`src/rtl/ex_muldiv.sv`:
```
// ex_muldiv: iterative RV32M multiply/divide unit for the EX stage.
// Multiplies use a shift-add loop and divides use a restoring loop; both take
// one bit per cycle. Division by zero and signed overflow finish without
// iterating. While an op is in flight the unit raises busy_o to hold the
// pipeline.
// Optional feature macro: MULDIV_SINGLE_CYCLE_MUL_EN. When it is defined, all
// four multiplies use a combinational multiplier and skip the iteration loop.

module ex_muldiv #(
    parameter int DATA_W = 32,
    parameter int CNT_W  = 6
) (
    input  logic              clk_i,
    input  logic              rst_n_i,
    input  logic [31:0]       inst_i,
    input  logic [DATA_W-1:0] op1_i,
    input  logic [DATA_W-1:0] op2_i,
    input  logic [4:0]        reg_waddr_i,
    input  logic              flush_i,
    output logic              busy_o,
    output logic              result_valid_o,
    output logic [DATA_W-1:0] result_o,
    output logic [4:0]        reg_waddr_o,
    output logic              reg_wen_o
);

    localparam logic [6:0] OPC_OP   = 7'b0110011;
    localparam logic [6:0] FUNCT7_M = 7'b0000001;

    typedef enum logic [1:0] {IDLE, CALC, DONE} state_t;

    state_t              state_q;
    logic [2:0]          funct3_q;
    logic [4:0]          rd_q;
    logic                sign1_q, sign2_q;
    logic [DATA_W-1:0]   a_q;          // multiplicand, or dividend shifting out MSB-first
    logic [DATA_W-1:0]   b_q;          // multiplier shifting out LSB-first, or divisor
    logic [2*DATA_W-1:0] acc_q;        // product, or {remainder, quotient}
    logic [CNT_W-1:0]    cnt_q;
    logic                spec_q;
    logic [DATA_W-1:0]   spec_res_q;
    logic [DATA_W-1:0]   result_q;
    logic [4:0]          waddr_q;

    logic              m_op;
    logic [2:0]        funct3;
    logic              sign1_d, sign2_d;
    logic [DATA_W-1:0] abs1, abs2;
    logic              special;
    logic [DATA_W-1:0] spec_res_d;

    // Decode the incoming instruction and prepare the operand magnitudes and signs.
    always_comb begin
        // NOTE: every signal written here gets a default first, so no latch is inferred.
        m_op       = 1'b0;
        funct3     = inst_i[14:12];
        sign1_d    = 1'b0;
        sign2_d    = 1'b0;
        special    = 1'b0;
        spec_res_d = '0;

        m_op = (inst_i[6:0] == OPC_OP) && (inst_i[31:25] == FUNCT7_M);
        // MULH, MULHSU, DIV and REM treat op1 as signed; MULH, DIV and REM also op2.
        sign1_d = op1_i[DATA_W-1] && (funct3 == 3'b001 || funct3 == 3'b010 ||
                                      funct3 == 3'b100 || funct3 == 3'b110);
        sign2_d = op2_i[DATA_W-1] && (funct3 == 3'b001 || funct3 == 3'b100 ||
                                      funct3 == 3'b110);

        if (funct3[2] && op2_i == '0) begin
            special    = 1'b1;
            spec_res_d = funct3[1] ? op1_i : '1;
        end else if (funct3[2] && !funct3[0] &&
                     op1_i == {1'b1, {(DATA_W-1){1'b0}}} && op2_i == '1) begin
            special    = 1'b1;
            spec_res_d = funct3[1] ? '0 : op1_i;
        end
    end

    assign abs1 = sign1_d ? -op1_i : op1_i;
    assign abs2 = sign2_d ? -op2_i : op2_i;

    // One shift-add multiply step.
    logic [DATA_W:0]     mul_sum;
    logic [2*DATA_W-1:0] mul_next;
    assign mul_sum  = {1'b0, acc_q[2*DATA_W-1:DATA_W]} + (b_q[0] ? {1'b0, a_q} : '0);
    assign mul_next = {mul_sum, acc_q[DATA_W-1:1]};

    // One restoring divide step: try to subtract the divisor from the shifted remainder.
    logic [DATA_W+1:0]   div_trial;
    logic                div_ge;
    logic [DATA_W-1:0]   div_rem_next;
    logic [2*DATA_W-1:0] div_next;
    assign div_trial    = {1'b0, acc_q[2*DATA_W-1:DATA_W], a_q[DATA_W-1]} - {2'b00, b_q};
    assign div_ge       = ~div_trial[DATA_W+1];
    assign div_rem_next = div_ge ? div_trial[DATA_W-1:0]
                                 : {acc_q[2*DATA_W-2:DATA_W], a_q[DATA_W-1]};
    assign div_next     = {div_rem_next, acc_q[DATA_W-2:0], div_ge};

`ifdef MULDIV_SINGLE_CYCLE_MUL_EN
    logic [2*DATA_W-1:0] mul_full;
    assign mul_full = {{DATA_W{1'b0}}, abs1} * {{DATA_W{1'b0}}, abs2};
`endif

    // Bits never consulted: register fields of inst_i and the trial-difference bit
    // that cannot be set once the remainder is known to be below the divisor.
    logic unused_bits;
    assign unused_bits = ^{inst_i[24:15], inst_i[11:7], div_trial[DATA_W]};

    // Sign fix-up and result selection for the op completing in DONE.
    logic [2*DATA_W-1:0] prod;
    logic [DATA_W-1:0]   quot, rem, final_res;
    assign prod = (sign1_q ^ sign2_q) ? -acc_q : acc_q;
    assign quot = (sign1_q ^ sign2_q) ? -acc_q[DATA_W-1:0] : acc_q[DATA_W-1:0];
    assign rem  = sign1_q ? -acc_q[2*DATA_W-1:DATA_W] : acc_q[2*DATA_W-1:DATA_W];

    // Select the write-back word from the fixed-up product, quotient or remainder.
    always_comb begin
        final_res = prod[DATA_W-1:0];
        if (spec_q) begin
            final_res = spec_res_q;
        end else begin
            case (funct3_q)
                3'b000:                 final_res = prod[DATA_W-1:0];
                3'b001, 3'b010, 3'b011: final_res = prod[2*DATA_W-1:DATA_W];
                3'b100, 3'b101:         final_res = quot;
                default:                final_res = rem;
            endcase
        end
    end

    // Control FSM plus operand, accumulator and result registers.
    always_ff @(posedge clk_i or negedge rst_n_i) begin
        // NOTE: sequential state uses non-blocking assignments so every register
        // samples the pre-edge values, independent of statement order.
        if (!rst_n_i) begin
            state_q    <= IDLE;
            funct3_q   <= '0;
            rd_q       <= '0;
            sign1_q    <= 1'b0;
            sign2_q    <= 1'b0;
            a_q        <= '0;
            b_q        <= '0;
            acc_q      <= '0;
            cnt_q      <= '0;
            spec_q     <= 1'b0;
            spec_res_q <= '0;
            result_q   <= '0;
            waddr_q    <= '0;
        end else begin
            case (state_q)
                IDLE: begin
                    if (m_op && !flush_i) begin
                        funct3_q   <= funct3;
                        rd_q       <= reg_waddr_i;
                        sign1_q    <= sign1_d;
                        sign2_q    <= sign2_d;
                        a_q        <= abs1;
                        b_q        <= abs2;
                        acc_q      <= '0;
                        cnt_q      <= CNT_W'(DATA_W);
                        spec_q     <= special;
                        spec_res_q <= spec_res_d;
                        if (special) begin
                            state_q <= DONE;
                        end
`ifdef MULDIV_SINGLE_CYCLE_MUL_EN
                        else if (!funct3[2]) begin
                            acc_q   <= mul_full;
                            state_q <= DONE;
                        end
`endif
                        else begin
                            state_q <= CALC;
                        end
                    end
                end
                CALC: begin
                    if (flush_i) begin
                        state_q <= IDLE;
                    end else begin
                        if (funct3_q[2]) begin
                            acc_q <= div_next;
                            a_q   <= a_q << 1;
                        end else begin
                            acc_q <= mul_next;
                            b_q   <= b_q >> 1;
                        end
                        cnt_q <= cnt_q - 1'b1;
                        if (cnt_q == CNT_W'(1)) begin
                            state_q <= DONE;
                        end
                    end
                end
                DONE: begin
                    state_q <= IDLE;
                    if (!flush_i) begin
                        result_q <= final_res;
                        waddr_q  <= rd_q;
                    end
                end
                default: state_q <= IDLE;
            endcase
        end
    end

    assign busy_o         = (state_q == IDLE && m_op && !flush_i) || state_q == CALC;
    assign result_valid_o = (state_q == DONE) && !flush_i;
    assign reg_wen_o      = result_valid_o;
    assign result_o       = result_valid_o ? final_res : result_q;
    assign reg_waddr_o    = result_valid_o ? rd_q : waddr_q;

endmodule

```
`config.mk`:
```
export PLATFORM = sky130hd
export DESIGN_NAME = ex_muldiv
export DESIGN_NICKNAME = d
export VERILOG_FILES = /design/src/rtl/ex_muldiv.sv
export SDC_FILE = /design/constraint.sdc
export NUM_CORES = 1
export LEC_CHECK = 0
export CORE_MARGIN = 2
export CORE_UTILIZATION = 45
export CTS_BUF_LIST = sky130_fd_sc_hd__clkbuf_8
export DETAILED_ROUTE_END_ITERATION = 10
export SETUP_SLACK_MARGIN = 0.2
export SYNTH_ARGS = -nofsm -noshare
export SYNTH_HDL_FRONTEND = slang
export SYNTH_SLANG_ARGS = --single-unit
```
`constraint.sdc`:
```
create_clock -name clk_i -period 7.7 [get_ports clk_i]
set_clock_uncertainty 0.05 [all_clocks]
set_input_delay 0.77 -clock clk_i [delete_from_list [all_inputs] [get_ports clk_i]]
set_output_delay 0.77 -clock clk_i [all_outputs]
set_load 0.05 [all_outputs]
```
Word-level counts from Yosys, hierarchy flattened
Cells that the tools add are included.
{ "totals": {"regBits": 216, "latchBits": 0, "ram_bits": 0, "romBits": 0, "input_bits": 104, "wordCells": 113, "memories": 0} }
{ "classes": {"n_addsub": 8, "mul": 0, "n_div": 0, "order_cmp": 0, "eq_ne": 21, "n_shift": 0, "muxes": 37, "n_bitwise": 3, "n_reduce_logical": 31} }
{ "op_table": {"columns": ["op", "n"], "rows": [
  ["$mux W32", 18],
  ["$mux W64", 4],
  ["$neg A32 Y32", 4],
  ["$pmux W32 S2", 2],
  ["$pmux W64 S2", 1],
  ["$pmux W32 S3", 1],
  ["$eq A32 B32 Y1 const B", 2],
  ["$neg A64 Y64", 1],
  ["$sub A33 B32 Y34", 1],
  ["$add A32 B32 Y33", 1],
  ["$logic_not A32 Y1", 1],
  ["$eq A3 B3 Y1 const B", 4],
  ["$mux W6", 2],
  ["$pmux W6 S2", 1],
  ["$logic_and A1 B1 Y1", 11],
  ["$eq A3 B2 Y1 const B", 3],
  ["$mux W2", 4],
  ["$ne A2 B2 Y1 const B", 4],
  ["$reduce_and A4 Y1", 2],
  ["$eq A7 B1 Y1 const B", 1],
  ["$eq A7 B6 Y1 const B", 1],
  ["$eq A3 B1 Y1 const B", 2],
  ["$eq A6 B1 Y1 const B", 1],
  ["$logic_or A1 B1 Y1", 6],
  ["other kinds (17)", 22]
]} }

Depth between registers and ports, before layout
Gate-level depths: netlist of run 1.
{ "depth": {"word_depth": 9, "depth_mapped": 14, "depth_no_buf": 13} }

Worst setup path after synthesis of run 1
OpenSTA, ideal clock, no wires.
{ "synth_path": {"kind": "flip-flop to output port", "from": "register acc_q[4]", "to": "output result_o[9]", "arrival_ns": 3.280, "required_ns": 6.880, "setup_slack_ns": 3.600, "path_stages_with_launch": 8, "path_buffers": 0, "cell_sequence": "dfrtp_1 > or3_1 > or4_4 > nor3_1 > a21oi_1 > xnor2_1 > o221a_2 > o21ai_0"} }
{ "synth_via": {"elab_chain_cells": 5} }
{ "synth_lines": {"columns": ["item", "line", "source"], "rows": [
  ["start: declaration", "38", "logic [2*DATA_W-1:0] acc_q;"],
  ["start signal: assignment", "182", "acc_q <= div_next;"],
  ["start signal: assignment", "185", "acc_q <= mul_next;"],
  ["$neg A64 Y64 / $neg A32 Y32 (equally long branches)", "112, 113", null],
  ["$mux W64 / $mux W32 (equally long branches)", "112, 113", null],
  ["$pmux W32 S3 (*)", "122", "case (funct3_q)"],
  ["$mux W32 (*)", "119", "if (spec_q) begin"],
  ["$mux W32 (*)", "209", "assign result_o = result_valid_o ? final_res : result_q;"],
  ["end: declaration", "22", "output logic [DATA_W-1:0] result_o,"]
]} }
Every way passes the cells marked *; elsewhere a longest branch is shown, timed or not.

Final worst setup path of run 1
{ "layout_path": {"from": "register acc_q[2]", "to": "output result_o[31]"} }
The elaborated chain is that of the path after synthesis.

==> results of run 1 <==
path summary, 6_finish.rpt:
| check | startpoint | end | cells past startpoint |
|---|---|---|---|
| max in group asynchronous | rst_n_i | result_q[27]$_DFFE_PN0P_ | 2 |
| max reg2reg | b_q[0]$_DFFE_PN0P_ | acc_q[58]$_DFFE_PN0P_ | 13 |
| min in group clk_i | waddr_q[0]$_DFFE_PN0P_ | waddr_q[0]$_DFFE_PN0P_ | 2 |
| min reg2reg | waddr_q[0]$_DFFE_PN0P_ | waddr_q[0]$_DFFE_PN0P_ | 2 |
| min | rst_n_i | b_q[22]$_DFFE_PN0P_ | 1 |
| max | acc_q[2]$_DFFE_PN0P_ | result_o[31] | 10 |
synth_stat cells, types with 24 or more instances:
library cell,n,area [µm²]
nand2_1,338,1270
a21oi_1,255,1280
dfrtp_1,216,5410
o21ai_0,215,1080
nor2_1,177,664
clkbuf_1,130,488
xor2_1,99,867
xnor2_1,80,701
ha_1,72,901
inv_1,67,251
o31ai_1,52,390
mux2i_1,38,380
and2_1,36,225
a21o_1,35,263
nand3_1,32,160
nor3_1,28,140
o221ai_1,25,219
or3_1,24,150
registers in the layout, indices dropped and copies added, names as in the netlist, 2 cells and up:
signal and cells:
rd_q 5, spec_res_q 32, result_q 32, cnt_q 6
b_q 32, waddr_q 5, a_q 32, state_q 2
funct3_q 3, acc_q 64
through the flow:
stage                     hold WS (ns)  cell area, µm²  worst slack [ns]
after floorplan                  0.383           17300              3.60
after global placement           0.410           18900              2.55
after detailed placement         0.414           18900              2.57
after global routing             0.189           19900              1.75
after CTS                        0.179           19900              2.03
final                            0.112           19900              2.02
area by class of cell:
type	instances	area share (%)
Clock buffer	64	4.42
Clock inverter	16	0.559
Inverter	67	1.26
Multi-Input combinational cell	1811	55.9
Sequential cell	216	27.2
Tap cell	511	3.21
Timing Repair Buffer	154	7.44
power groups by stage:
| stage | Combinational (mW) | Clock (mW) | Sequential (mW) |
|---|---|---|---|
| after floorplan | 0.132 | 0 | 1.18 |
| after global placement | 0.259 | 0 | 1.19 |
| after detailed placement | 0.262 | 0 | 1.19 |
| after CTS | 0.263 | 1.37 | 1.17 |
| after global routing | 0.290 | 1.42 | 1.17 |
| final | 0.263 | 1.34 | 1.17 |
kinds of logic (layout without fill, tap and decap cells):
logic type	Yosys count	after routing	synth area share [%]
flip-flops	216	216	31.2
multiplexers	43	43	2.52
AND/OR/NAND/NOR	770	770	20.7
adder cells (fa/ha/maj)	74	74	5.42
AO/OA/AOI/OAI	745	745	26.1
buffers and inverters	221	301	5.01
XOR/XNOR	179	179	9.04
worst register-to-register path: cells and delay by family (launching register included):
family | cells | cell delay (ns)
AO/OA/AOI/OAI | 8 | 1.96
adder cells (fa/ha/maj) | 2 | 0.63
buffers and inverters | 2 | 0.37
flip-flops | 1 | 0.64
AND/OR/NAND/NOR | 1 | 0.49
routing by layer:
metal	wire (µm)	vias to the layer above	share of wire, %	track usage (%)
li1	-	8139	-	-
met1	28000	8169	46	43.4
met2	25700	648	42	43.7
met3	4680	117	7.7	6.20
met4	2250	0	3.7	11.5
met5	0	-	0	0
==> results.sh, run 1 <==
export IMPL_status="completed"
export IMPL_multi_input_area_mm2=0.0111
export IMPL_synth_area_mm2=0.0173
export IMPL_ys_flop_type="dfrtp_1"
export IMPL_max_stage_delay_ns=0.74
export IMPL_core_mm2=0.0378
export IMPL_synth_edf_count=0
export IMPL_track_usage_pct=29.9
export IMPL_initial_core_util_pct=45.8
export IMPL_mostFrequentLayoutCells="338 x nand2_1, 255 x a21oi_1, 215 x o21ai_0, 215 x dfrtp_1, 175 x nor2_1"
export IMPL_cpMaxStageDelayCell="clkdlybuf4s50_1"
export IMPL_ant_nets=0
export IMPL_cts_root_buffer="clkbuf_8"
export IMPL_p_seq_share_pct=42.1
export IMPL_cp_start_kind="register"
export IMPL_yosys_cell_types_count=84
export IMPL_holdCritPathClass="in2async"
export IMPL_p_int_mw=2.03
export IMPL_async_reset_ff_share_pct=100
export IMPL_path_max_fanout=13
export IMPL_die_y_um=200
export IMPL_overflow=0
export IMPL_post_cts_resized=0
export IMPL_num_rows=71
export IMPL_crit_top_cell="a21oi_1"
export IMPL_irDropWorstVdd_uv=100
export IMPL_critPathTopFamily="simple AND/OR/NAND/NOR gates"
export IMPL_stdcell_count=2839
export IMPL_comb_power_share_pct=9.5
export IMPL_fin_tns_setup_ns=0
export IMPL_worst_pin_slew_ns=1.17
export IMPL_cts_hold_buf=0
export IMPL_vias=17100
export IMPL_io_pins=144
export IMPL_wire_per_inst_um=21.3
export IMPL_syn_area_per_cell_um2=7.72
export IMPL_drtIter0Drc=1429
export IMPL_cts_setup_buffers=0
export IMPL_final_util_pct=52.6
export IMPL_crit_type="reg2out"
export IMPL_final_common_cell="nand2_1"
export IMPL_yosysSeqAreaShare_pct=31.2
export IMPL_cap_violations=0
export IMPL_n_antenna_cell=0
export IMPL_fill_cells=3810
export IMPL_power_density_mw_per_mm2=139
export IMPL_yosysWarnings=0
export IMPL_grt_pass1_wl_um=94600
export IMPL_cts_buffers_inserted=44
export IMPL_clock_sinks=216
export IMPL_p_sw_mw=0.747
export IMPL_clock_latency_ns=0.64
export IMPL_antenna_found_initial=1
export IMPL_htreeDepth=2
export IMPL_synthCells=2248
export IMPL_max_slew_margin_pct=21.9
export IMPL_io_buffers=128
export IMPL_drc=0
export IMPL_max_freq_mhz=176
export IMPL_dpl_cell_count=2759
export IMPL_p_total_mw=2.77
export IMPL_clockPowerShare_pct=48.4
export IMPL_cts_tree="built"
export IMPL_cp_num_buf_inv=1
export IMPL_layout_nets=2472
export IMPL_die_w_um=200
export IMPL_clk_path_buf_depth=3
export IMPL_setup_violations=0
export IMPL_drive_above_1_share_pct=6.40
export IMPL_firstDrtPassIters=5
export IMPL_min_period_over_period_pct=73.8
export IMPL_period_minus_slack_ns=5.68
export IMPL_r2r_setup_slack_ns=3.46
export IMPL_grt_max_degree=114
export IMPL_synth_seq_cells=216
export IMPL_clkTransAtPathRegs_ns=0.05
export IMPL_regArea_mm2=0.00541
export IMPL_report_final_slew_viol_count=0
export IMPL_first_global_vias=16200
export IMPL_rsz0062_at_grt="no"
export IMPL_cp_data_required_time_ns=6.88
export IMPL_area_growth_pct=14.8
export IMPL_globalplace_congestion=0.900
export IMPL_netSwitchingFraction_pct=26.9
export IMPL_crit_arrival_ns=4.86
export IMPL_dp_hpwl_um=45100
export IMPL_crit_path_cell_trace="or3_1 > or4_4 > nor2_2 > nand4_1 > nor2_1 > a21oi_1 > xor2_1 > a211oi_1 > a21oi_1 > clkdlybuf4s50_1"
export IMPL_leakage_nw=8.90
export IMPL_viasPerCell=6.01
export IMPL_dieArea_mm2=0.0401
export IMPL_endpoint_kind="primary output"
export IMPL_wl_um=60600
export IMPL_synth_fp_nets=2426
export IMPL_hold_violations=0
Note: power is estimated with default switching activity, not from simulation.
==> run 2, diff against run 1 <==
PLACE_DENSITY = 0.67   (was default)
clock period = 5.2 ns   (was 7.7 ns; I/O delays follow)
==> results.sh, run 2 (synthesis results as in run 1) <==
export IMPL_min_period_over_period_pct=95.4
export IMPL_place_ws_ns=0.595
export IMPL_grt_pass1_wl_um=91700
export IMPL_core_mm2=0.0378
export IMPL_htreeDepth=2
export IMPL_cts_root_buffer="clkbuf_8"
export IMPL_use_met2_pct=44.6
export IMPL_fin_ws_ns=0.237
export IMPL_cp_data_required_time_ns=4.63
export IMPL_cp_num_buf_inv=1
export IMPL_globalplace_congestion=0.963
export IMPL_firstDrtPassIters=8
export IMPL_regArea_mm2=0.00541
export IMPL_n_antenna_cell=0
export IMPL_vias=17100
export IMPL_use_met3_pct=4.26
export IMPL_top_register="acc_q"
export IMPL_use_met1_pct=39.6
export IMPL_fin_tns_setup_ns=0
export IMPL_grt_max_degree=116
export IMPL_cap_violations=0
export IMPL_top_usage_layer="met2"
export IMPL_status="completed"
export IMPL_antenna_found_initial=1
export IMPL_max_stage_delay_ns=0.75
export IMPL_worst_pin_slew_ns=0.898
export IMPL_layout_nets=2489
export IMPL_viasPerCell=6.01
export IMPL_initial_core_util_pct=45.8
export IMPL_final_common_cell="nand2_1"
export IMPL_netSwitchingFraction_pct=26.9
export IMPL_mostFrequentLayoutCells="338 x nand2_1, 255 x a21oi_1, 215 x o21ai_0, 215 x dfrtp_1, 175 x nor2_1"
export IMPL_clock_latency_ns=0.58
export IMPL_io_buffers=128
export IMPL_critPathTopFamily="simple AND/OR/NAND/NOR gates"
export IMPL_clkTransAtPathRegs_ns=0.06
export IMPL_setup_violations=0
export IMPL_leakage_nw=9.12
export IMPL_rsz0062_at_grt="no"
export IMPL_p_sw_mw=1.02
export IMPL_crit_type="reg2out"
export IMPL_largest_reg_flops=64
export IMPL_num_rows=71
export IMPL_hold_violations=0
export IMPL_crit_arrival_ns=4.39
export IMPL_p_seq_share_pct=45.4
export IMPL_endpoint_kind="primary output"
export IMPL_report_final_slew_viol_count=0
export IMPL_drtIter0Drc=1400
export IMPL_cp_start_kind="register"
export IMPL_track_usage_pct=28.5
export IMPL_path_max_fanout=8
export IMPL_ant_nets=0
export IMPL_overflow=0
export IMPL_clockPowerShare_pct=44.7
export IMPL_drive_above_1_share_pct=7.28
export IMPL_final_util_pct=52.7
export IMPL_power_density_mw_per_mm2=191
export IMPL_cts_buffers_inserted=40
export IMPL_irDropWorstVdd_uv=136
export IMPL_clock_sinks=216
export IMPL_max_slew_margin_pct=39.9
export IMPL_holdCritPathClass="in2reg"
export IMPL_max_freq_mhz=201
export IMPL_drc=0
export IMPL_p_int_mw=2.78
export IMPL_crit_path_cell_trace="or3_4 > or4_4 > nor3_4 > and3_1 > a21oi_1 > xor2_1 > a221oi_1 > a21oi_1 > clkdlybuf4s50_1"
export IMPL_io_pins=144
export IMPL_comb_power_share_pct=10.0
export IMPL_wl_um=58600
export IMPL_dieArea_mm2=0.0401
export IMPL_first_global_vias=16200
export IMPL_period_minus_slack_ns=4.96
export IMPL_area_growth_pct=14.9
export IMPL_multi_input_area_mm2=0.0112
export IMPL_dp_hpwl_um=43400
export IMPL_crit_top_cell="a21oi_1"
export IMPL_cts_tree="built"
export IMPL_cpMaxStageDelayCell="clkdlybuf4s50_1"
export IMPL_die_y_um=200
export IMPL_die_w_um=200
export IMPL_clk_path_buf_depth=3
export IMPL_fill_cells=3673
export IMPL_wire_per_inst_um=20.6
-- run 2: cell count changes in the layout (fill, tap and decap cells not counted), moves of 2 or more --
cell and delta:
dlymetal6s2s_1 +9, buf_12 +2, buf_4 +27, inv_8 -2, clkbuf_8 -14, inv_6 +3, clkdlybuf4s50_1 -20, clkinv_2 +2
dlygate4sd2_1 +2, inv_1 -2
-- run 2: final cells by class --
type	instances	share of cell area [%]
inverters	67	1.26
multi-input cells	1811	56.0
flip-flops and latches	216	27.1
repair buffers	175	8.35
clock buffers	50	3.45
well taps	511	3.21
clock inverters	17	0.597
-- run 2: timing repair --
| action | 4_1_cts | 5_1_grt |
|---|---|---|
| endpoints found under the setup margin | 7 | 12 |
| gates resized for setup | 4 | 11 |
| buffers inserted | 0 | 0 |
| endpoints found under the hold margin | 30 | 0 |
| hold buffers | 1 | 0 |
-- run 2: metal layers --
metal	share of wire, %	routed length [µm]
met5	0	0
met4	3.9	2280
met3	7.2	4200
met2	45	26400
met1	44	25700
-- run 2: power groups by stage --
stage | Combinational [mW] | Sequential (mW) | Clock [mW]
floorplan | 0.196 | 1.74 | 0
global placement | 0.372 | 1.75 | 0
detailed placement | 0.375 | 1.75 | 0
CTS | 0.379 | 1.73 | 1.73
global route | 0.421 | 1.73 | 1.80
finish | 0.379 | 1.73 | 1.70
-- run 2: path summary, 6_finish.rpt --
kind,startpoint,end,slack (ns),depth (start not counted)
worst min-delay path,reg_waddr_i[3],rd_q[3]$_DFFE_PN0P_,0.42,3
worst max register to register,b_q[0]$_DFFE_PN0P_,acc_q[58]$_DFFE_PN0P_,1.20,12
max in group asynchronous,rst_n_i,funct3_q[2]$_DFFE_PN0P_,3.43,3
worst max-delay path,acc_q[8]$_DFFE_PN0P_,result_o[20],0.24,9
worst min register to register,waddr_q[3]$_DFFE_PN0P_,waddr_q[3]$_DFFE_PN0P_,0.42,2
min in group asynchronous,rst_n_i,acc_q[24]$_DFFE_PN0P_,0.52,2
-- run 2: metrics by stage --
| stage | cells | cell area (µm²) | hold slack, ns | power, mW |
|---|---|---|---|---|
| finish | 2847 | 19900 | 0.418 | 3.80 |
| global route | 2847 | 19900 | 0.408 | 3.95 |
| CTS | 2847 | 19900 | 0.397 | 3.83 |
| detailed placement | 2779 | 19100 | 0.413 | 2.13 |
| global placement | 2779 | 19100 | 0.408 | 2.13 |
| floorplan | 2248 | 17300 | 0.174 | 1.94 |
-- run 2: tightest hold or removal path: cells and delay by family --
family                 cells  cell delay [ns]
AND/OR/NAND/NOR            2             0.10
buffers and inverters      1             0.40
==> run 3, diff against run 2 <==
PLACE_DENSITY = default   (was 0.67)
PLACE_DENSITY_LB_ADDON = 0.3   (was default)
==> results.sh, run 3 (synthesis results as in run 1) <==
export IMPL_ant_nets=0
export IMPL_path_max_fanout=6
export IMPL_min_path_cells=3
export IMPL_irDropWorstVdd_uv=149
export IMPL_max_stage_delay_ns=0.87
export IMPL_crit_top_cell="a21oi_1"
export IMPL_core_mm2=0.0378
export IMPL_crit_type="reg2out"
export IMPL_viasPerCell=6.02
export IMPL_hp_start="reg_waddr_i[4]"
export IMPL_p_total_mw=3.89
export IMPL_hold_violations=0
export IMPL_clock_latency_ns=0.62
export IMPL_endpoint_kind="primary output"
export IMPL_mostFrequentLayoutCells="338 x nand2_1, 255 x a21oi_1, 215 x o21ai_0, 215 x dfrtp_1, 175 x nor2_1"
export IMPL_min_period_over_period_pct=94.3
export IMPL_max_freq_mhz=204
export IMPL_holdCritPathClass="in2reg"
export IMPL_cp_start_kind="register"
export IMPL_num_rows=71
export IMPL_power_density_mw_per_mm2=194
export IMPL_crit_arrival_ns=4.33
export IMPL_drtIter0Drc=1661
export IMPL_io_pins=144
export IMPL_htreeDepth=2
export IMPL_reg2reg_depth=10
export IMPL_postPlaceCellArea_mm2=0.0191
export IMPL_dieArea_mm2=0.0401
export IMPL_place_ws_ns=0.704
export IMPL_track_usage_pct=28.4
export IMPL_hold_end="rd_q[4]$_DFFE_PN0P_"
export IMPL_firstDrtPassIters=5
export IMPL_dp_hpwl_um=43800
export IMPL_setup_violations=0
export IMPL_grt_pass1_wl_um=91200
export IMPL_wl_um=58700
export IMPL_die_y_um=200
export IMPL_overflow=0
export IMPL_multi_input_area_mm2=0.0112
export IMPL_report_final_slew_viol_count=0
export IMPL_drive_above_1_share_pct=7.34
export IMPL_wire_per_inst_um=20.5
export IMPL_antenna_found_initial=3
export IMPL_cts_tree="built"
export IMPL_regArea_mm2=0.00541
export IMPL_globalplace_congestion=0.977
export IMPL_timing_hold_ws_ns=0.409
export IMPL_drc=0
export IMPL_leakage_nw=9.16
export IMPL_worst_pin_slew_ns=1.17
export IMPL_first_global_vias=16000
export IMPL_layout_nets=2491
export IMPL_critPathTopFamily="simple AND/OR/NAND/NOR gates"
export IMPL_fill_cells=3704
export IMPL_clkTransAtPathRegs_ns=0.08
export IMPL_clk_path_buf_depth=3
export IMPL_fin_ws_ns=0.298
export IMPL_rsz0062_at_grt="yes"
export IMPL_clock_sinks=216
export IMPL_largest_reg_flops=64
export IMPL_die_w_um=200
export IMPL_top_register="acc_q"
export IMPL_vias=17200
export IMPL_period_minus_slack_ns=4.90
export IMPL_worstReg2RegStart="acc_q[44]$_DFFE_PN0P_"
export IMPL_cts_setup_buffers=0
export IMPL_crit_path_cell_trace="or3_1 > or4_4 > nor3_4 > and3_1 > a31oi_1 > xor2_1 > a21oi_1 > a21oi_1 > clkdlybuf4s50_1"
export IMPL_initial_core_util_pct=45.8
export IMPL_max_slew_margin_pct=21.5
export IMPL_cap_violations=0
export IMPL_cts_buffers_inserted=41
export IMPL_fin_tns_setup_ns=0
export IMPL_r2r_setup_slack_ns=1.01
export IMPL_cts_root_buffer="clkbuf_8"
export IMPL_cp_num_buf_inv=1
export IMPL_io_buffers=128
export IMPL_r2r_end="acc_q[60]$_DFFE_PN0P_"
export IMPL_area_growth_pct=15.4
export IMPL_grt_max_degree=129
export IMPL_status="completed"
export IMPL_final_common_cell="nand2_1"
export IMPL_stdcell_area_mm2=0.0200
export IMPL_cp_data_required_time_ns=4.63
export IMPL_cpMaxStageDelayCell="clkdlybuf4s50_1"
## run 3: cell count changes in the layout (fill, tap and decap cells not counted), moves of 2 or more
cell / delta
clkdlybuf4s50_1: +2
dlygate4sd2_1: -2
diode_2: +2
clkbuf_8: +4
inv_1: +6
clkinv_2: -2
inv_6: -2
## run 3: worst max-delay path by stage
stage	start	endpoint	slack, ns	depth (start not counted)
2_1_floorplan	acc_q[4]$_DFFE_PN0P_	result_o[9]	1.35	7
3_3_place_gp	acc_q[47]$_DFFE_PN0P_	result_o[22]	0.76	9
3_5_place_dp	acc_q[47]$_DFFE_PN0P_	result_o[22]	0.70	9
4_1_cts	acc_q[16]$_DFFE_PN0P_	result_o[20]	0.24	9
5_1_grt	acc_q[47]$_DFFE_PN0P_	result_o[22]	0.15	9
6_report	acc_q[12]$_DFFE_PN0P_	result_o[4]	0.30	9
## run 3: power by group
part | switching, mW | internal (mW) | total (mW)
combinational | 0.216 | 0.164 | 0.380
clock | 0.797 | 0.987 | 1.78
sequential | 0.0301 | 1.70 | 1.73
## run 3: through the flow
stage | instances | util, %
6_report | 2857 | 52.9
5_1_grt | 2857 | 52.9
3_3_place_gp | 2780 | 50.4
2_1_floorplan | 2248 | -
4_1_cts | 2855 | 52.8
3_5_place_dp | 2780 | 50.4
## run 3: timing repair
item | 4_1_cts | 5_1_grt
endpoints found under the hold margin | 88 | 0
gates resized for setup | 1 | 10
hold buffers | 1 | 0
gates cloned | 0 | 0
endpoints found under the setup margin | 4 | 11
pin swaps | 0 | 0
## run 3: area by class of cell
class                      instances  area share [%]
tap                              511            3.19
timing repair buffer             176            8.40
clock inverter                    20           0.663
clock buffer                      54            3.71
sequential                       216            27.0
antenna                            2          0.0250
inverter                          67            1.26
multi-input combinational       1811            55.7
## run 3: layer usage
metal / GRT usage (%) / wire length [µm]
met5: 0 / 13
met4: 9.97 / 2050
met3: 5.76 / 4840
met2: 45.5 / 26600
met1: 38.2 / 25200
## run 3: worst register-to-register path, delay by kind of cell, from the launching register on
family / cells / cell delay [ns]
compound gates: 8 / 2.53
flops: 1 / 0.75
fa+ha+maj: 1 / 0.45
mux: 1 / 0.28
